### src/rtl/txf_pkg.sv
// Shared constants, frame layout offsets and FSM state type for the telemetry frame builder.
package txf_pkg;
    localparam int          PAYLOAD   = 15;
    localparam int          FRAME_LEN = PAYLOAD + 3;
    localparam logic [7:0]  SYNC      = 8'hA5;
    localparam logic [5:0]  GAP       = 6'd63;

    localparam int OFS_SYNC = 0;
    localparam int OFS_CYC  = 1;
    localparam int OFS_PAY  = 2;
    localparam int OFS_CSUM = FRAME_LEN - 1;

    typedef enum logic [2:0] {
        IDLE    = 3'd0,
        SUM     = 3'd1,
        ARM     = 3'd2,
        SEND    = 3'd3,
        RELEASE = 3'd4
    } txf_state_e;
endpackage

### src/rtl/txf_bank.sv
// Two payload banks with a select bit: the active bank is read by the transmitter,
// the shadow bank is written by the host and read by the checksum engine.
module txf_bank
    import txf_pkg::*;
(
    input  logic       clk,
    input  logic       reset,
    input  logic       i_wr_en,
    input  logic [3:0] i_wr_addr,
    input  logic [7:0] i_wr_data,
    input  logic       i_swap,
    input  logic [3:0] i_act_addr,
    output logic [7:0] o_act_data,
    input  logic [3:0] i_shd_addr,
    output logic [7:0] o_shd_data,
    output logic       o_sel
);
    logic [7:0] r_mem [2][PAYLOAD];
    logic       r_sel;
    logic       w_wr_bank;
    logic       w_wr_ok;

    // On the swap edge the outgoing active bank becomes the new shadow, so a write
    // landing then goes there and never disturbs the frame being armed.
    assign w_wr_bank = i_swap ? r_sel : ~r_sel;
    assign w_wr_ok   = i_wr_en && (32'(i_wr_addr) < PAYLOAD);

    always_ff @(posedge clk or posedge reset) begin
        if (reset) begin
            r_sel <= 1'b0;
            for (int b = 0; b < 2; b++) begin
                for (int i = 0; i < PAYLOAD; i++) begin
                    r_mem[b][i] <= 8'h00;
                end
            end
        end else begin
            if (i_swap) begin
                r_sel <= ~r_sel;
            end
            if (w_wr_ok) begin
                r_mem[w_wr_bank][i_wr_addr] <= i_wr_data;
            end
        end
    end

    assign o_act_data = (32'(i_act_addr) < PAYLOAD) ? r_mem[r_sel][i_act_addr] : 8'h00;
    assign o_shd_data = (32'(i_shd_addr) < PAYLOAD) ? r_mem[~r_sel][i_shd_addr] : 8'h00;
    assign o_sel      = r_sel;
endmodule

### src/rtl/tx_frame_builder.sv
// Double-buffered telemetry frame source for the RS485 transmitter: checksums the shadow
// bank on commit, swaps it active, requests transfer and enforces an inter-frame gap.
module tx_frame_builder
    import txf_pkg::*;
(
    input  logic       clk,
    input  logic       reset,
    input  logic       wr_en,
    input  logic [3:0] wr_addr,
    input  logic [7:0] wr_data,
    input  logic       commit,
    input  logic [4:0] tx_addr,
    output logic [7:0] tx_data,
    output logic       rq,
    output logic [4:0] cycle_id,
    output logic       busy,
    output logic       overrun
);
    txf_state_e r_state;
    logic       r_pending;
    logic       r_overrun;
    logic       r_rq;
    logic [4:0] r_cyc;
    logic [3:0] r_idx;
    logic [7:0] r_acc;
    logic [7:0] r_csum [2];
    logic [5:0] r_gap;

    logic       w_sel;
    logic       w_swap;
    logic [3:0] w_act_addr;
    logic [7:0] w_act_data;
    logic [7:0] w_shd_data;
    logic [4:0] w_cyc_next;

    assign w_swap     = (r_state == ARM);
    assign w_act_addr = 4'(tx_addr - 5'(OFS_PAY));
    assign w_cyc_next = r_cyc + 5'd1;

    txf_bank u_bank (
        .clk        (clk),
        .reset      (reset),
        .i_wr_en    (wr_en),
        .i_wr_addr  (wr_addr),
        .i_wr_data  (wr_data),
        .i_swap     (w_swap),
        .i_act_addr (w_act_addr),
        .o_act_data (w_act_data),
        .i_shd_addr (r_idx),
        .o_shd_data (w_shd_data),
        .o_sel      (w_sel)
    );

    always_ff @(posedge clk or posedge reset) begin
        if (reset) begin
            r_state   <= IDLE;
            r_pending <= 1'b0;
            r_overrun <= 1'b0;
            r_rq      <= 1'b0;
            r_cyc     <= 5'd0;
            r_idx     <= 4'd0;
            r_acc     <= 8'h00;
            r_csum[0] <= 8'h00;
            r_csum[1] <= 8'h00;
            r_gap     <= 6'd0;
        end else begin
            if (commit && (r_state != IDLE)) begin
                r_pending <= 1'b1;
                if (r_pending) begin
                    r_overrun <= 1'b1;
                end
            end
            case (r_state)
                IDLE: begin
                    if (commit || r_pending) begin
                        r_pending <= 1'b0;
                        r_idx     <= 4'd0;
                        // Seed with the header bytes the frame will carry after the swap.
                        r_acc     <= SYNC + {3'b000, w_cyc_next};
                        r_state   <= SUM;
                    end
                end
                SUM: begin
                    r_acc <= r_acc + w_shd_data;
                    r_idx <= r_idx + 4'd1;
                    if (r_idx == 4'(PAYLOAD - 1)) begin
                        r_state <= ARM;
                    end
                end
                ARM: begin
                    r_cyc          <= w_cyc_next;
                    r_csum[~w_sel] <= r_acc;
                    r_rq           <= 1'b1;
                    r_state        <= SEND;
                end
                SEND: begin
                    if (tx_addr == 5'(FRAME_LEN)) begin
                        r_rq    <= 1'b0;
                        r_gap   <= 6'd0;
                        r_state <= RELEASE;
                    end
                end
                RELEASE: begin
                    r_gap <= r_gap + 6'd1;
                    if (r_gap == GAP - 6'd1) begin
                        r_state <= IDLE;
                    end
                end
                default: r_state <= IDLE;
            endcase
        end
    end

    always_comb begin
        tx_data = 8'hFF;
        if (tx_addr == 5'(OFS_SYNC)) begin
            tx_data = SYNC;
        end else if (tx_addr == 5'(OFS_CYC)) begin
            tx_data = {3'b000, r_cyc};
        end else if (tx_addr < 5'(OFS_CSUM)) begin
            tx_data = w_act_data;
        end else if (tx_addr == 5'(OFS_CSUM)) begin
            tx_data = r_csum[w_sel];
        end
    end

    assign rq       = r_rq;
    assign cycle_id = r_cyc;
    assign busy     = (r_state != IDLE);
    assign overrun  = r_overrun;
endmodule

### config.mk
export PLATFORM = sky130hd
export DESIGN_NAME = tx_frame_builder
export DESIGN_NICKNAME = d
export VERILOG_FILES = /design/src/rtl/txf_pkg.sv /design/src/rtl/txf_bank.sv /design/src/rtl/tx_frame_builder.sv
export SDC_FILE = /design/constraint.sdc
export NUM_CORES = 1
export LEC_CHECK = 0
export BUFFER_PORTS_ARGS = -buffer_cell sky130_fd_sc_hd__buf_2
export CAP_MARGIN = 5
export CORE_ASPECT_RATIO = 2
export CORE_MARGIN = 5
export CORE_UTILIZATION = 45
export DETAILED_ROUTE_END_ITERATION = 10
export PLACE_DENSITY_LB_ADDON = 0.15
export SETUP_SLACK_MARGIN = 0.15
export SLEW_MARGIN = 20
export SYNTH_ARGS = -nofsm -noshare
export SYNTH_HDL_FRONTEND = slang
export SYNTH_SLANG_ARGS = --single-unit
### constraint.sdc
create_clock -name clk -period 15.58 [get_ports clk]
set_input_delay 4.674 -clock clk [delete_from_list [all_inputs] [get_ports clk]]
set_output_delay 4.674 -clock clk [all_outputs]
set_load 0.02 [all_outputs]
==> results.cfg <==
[floorplanning]
start_util_pct = 45.4
dieArea_sq_um = 39500
die_x_um = 143
rows = 97
coreArea_sq_um = 35100
io_pins = 37
die_y_um = 276

[synthesis]
synth_top_family_by_area = multiplexers
async_reset_ff_share_pct = 100
ys_warn_count = 0
synth-compound-area-share_pct = 5.39
synth_fp_nets = 1226
netlist_instances = 1187
synthFlopType = dfrtp_1
syn_avg_cell_area_sq_um = 13.4
synthMuxAreaShare_pct = 38.0
syn_area_sq_um = 15900
synthAdderAreaFrac_pct = 1.46
synth_edf_count = 0
synth_cell_types = 59
yosysSeqAreaShare_pct = 44.9
synth_xor_xnor_area_share_pct = 1.20
synthSimpleGateAreaFrac_pct = 5.53
ys_seq_elements = 286

[clock_tree]
cts_setup_buffers = 0
numClockSinks = 286
cts_hold_buf = 0
clk_path_buf_depth = 3
cts-htree-levels = 1
path_clk_slew_ns = 0.07
numCtsBuffers = 27
tritoncts = built
cts-root-buf = clkbuf_16
cts.repair.resized = 0
clkLatencyLatePin_ns = 0.57

[global_routing]
grt.overflow.total = 0
grt_max_degree = 173
grt_first_pass_wirelength_um = 71300
grt_pass1_vias = 10900
grt_usage_pct = 24.2
antenna_found_initial = 1

[drt]
via_count = 10400
vias_per_cell = 6.36
drc = 0
wl_per_cell_um = 28.8
drt_pass1_iterations = 5
drtAntennaViolNets = 0
totalWireLength_um = 47200
drtIter0Drc = 656

[critical_path]
worst-setup-path-type = input pin to primary output
critPathArrivalTime_ns = 8.11
crit_required_ns = 10.91
worstSetupStartpointType = input pin
worst_setup_path_end_kind = primary output
worst-path-max-fanout = 21
rr_worst_depth = 14

[final_layout]
drive_gt1_share_pct = 40.0
fillers = 3084
multi_input_area_sq_um = 8220
nNetsFinal = 1212
finalCoreUtilization_pct = 49.1
area_growth_pct = 8.14
seq_area_sq_um = 7170

[power]
leakage_nw = 7.47
powerDensity_nw_per_um2 = 212
ir_drop_mv = 0.142
p_total_mw = 3.65

[timing]
fin_crit_sh_pct = 82.0
setup_viol = 0
tightest_slew_ns = 1.21
rsz0062_at_grt = false
relSlewSlack_pct = 18.8
post-route-min-period_ns = 12.78
final_hold_viol_count = 0
maxSlewViolCount = 0
holdWs_ns = 0.467
clock.fmax_ghz = 0.0782
fin_skew_ns = 0.0251
setup_tns_ns = 0

[place]
portBuffers = 36
dp_hpwl_um = 33600
gp_congestion = 0.916

[min_path]
hold_depth = 1
hold_class = flip-flop to flip-flop

[outcome]
status = completed

[run]
cap_violations = 0
==> worst paths after layout <==
| kind | from | endpoint | slack, ns |
|---|---|---|---|
| max | tx_addr[1] | tx_data[2] | 2.80 |
| min | overrun | overrun | 0.47 |
| max reg2reg | u_bank.o_sel | r_acc[7] | 10.08 |
| min reg2reg | overrun | overrun | 0.47 |
| max in group asynchronous | reset | u_bank.r_mem[198] | 9.76 |
| min in group asynchronous | reset | r_csum[15] | 4.26 |
==> layout make-up <==
type	instances	share of cell area, %
clock buffer	39	4.65
tap	445	3.23
antenna	1	0.0145
multi-input combinational	787	47.7
timing repair buffer	53	1.86
inverter	18	0.436
sequential	286	41.6
clock inverter	11	0.487
==> logic make-up after synthesis <==
family                   Yosys count
flip-flops                       286
multiplexers                     431
XOR/XNOR                          21
adder cells (fa/ha/maj)           18
AO/OA/AOI/OAI                    136
AND/OR/NAND/NOR                  181
buffers and inverters            114
==> metrics by stage <==
step                      cell area [sq um]  setup WS, ns  cells
after floorplan                       15900          3.01   1187
after global placement                16300          2.97   1589
after detailed placement              16300          2.84   1589
after CTS                             17200          2.84   1639
after global routing                  17200          2.57   1639
final                                 17200          2.80   1640
==> cell usage in the layout, fill, tap and decap left out, types with 12 or more instances in the layout <==
cell / count
ha_1: 17
mux2_2: 257
a21oi_1: 36
xnor2_1: 15
o21ai_0: 36
nor3_1: 14
o22ai_1: 16
nand3_1: 12
inv_1: 16
clkbuf_16: 27
nor2_1: 43
dfrtp_1: 283
o221ai_1: 12
nand2_1: 55
mux2i_1: 62
buf_4: 16
buf_2: 36
mux4_2: 108
==> Yosys cell counts, types with 12 or more instances <==
master	count	share of area, %
mux4_2	108	15
o22ai_1	16	0.63
clkbuf_1	62	1.5
mux2i_1	62	3.9
dfrtp_1	286	45
nand3_1	12	0.38
inv_1	17	0.40
nand2_1	55	1.3
o21ai_0	36	1.1
buf_4	14	0.66
o221ai_1	12	0.66
nor2_1	43	1.0
mux2_2	257	18
ha_1	17	1.3
a21oi_1	36	1.1
nor3_1	14	0.44
xnor2_1	15	0.82
==> registers in the layout (all words and copies together), names as in the netlist <==
register,count
cycle_id,5
r_pending,1
rq,1
r_state,3
r_gap,6
r_csum,16
u_bank.r_mem,240
r_acc,8
u_bank.o_sel,1
r_idx,4
overrun,1
==> where the power goes <==
part | switching, mW | internal, mW | total [mW]
clock network | 0.298 | 0.373 | 0.672
logic | 0.773 | 0.847 | 1.62
registers | 0.294 | 1.07 | 1.36
total | 1.37 | 2.29 | 3.65
==> per-layer routing <==
| layer | up-vias | wire (um) | GRT usage, % |
|---|---|---|---|
| met5 | - | 0 | 0 |
| met4 | 0 | 3170 | 13.2 |
| met3 | 124 | 1880 | 3.08 |
| met2 | 307 | 26200 | 44.4 |
| met1 | 5527 | 15900 | 26.1 |
| li1 | 4465 | - | - |
==> worst max-delay path, stage by stage <==
cell and delay [ns]:
buf_2 0.41, inv_1 0.19, ha_1 0.71, clkinv_1 0.72, mux4_2 0.72, nand2_1 0.10
o31ai_1 0.09, a211oi_1 0.24, a21oi_1 0.07, buf_2 0.17
No activity file was read; power rests on OpenSTA's default activity.
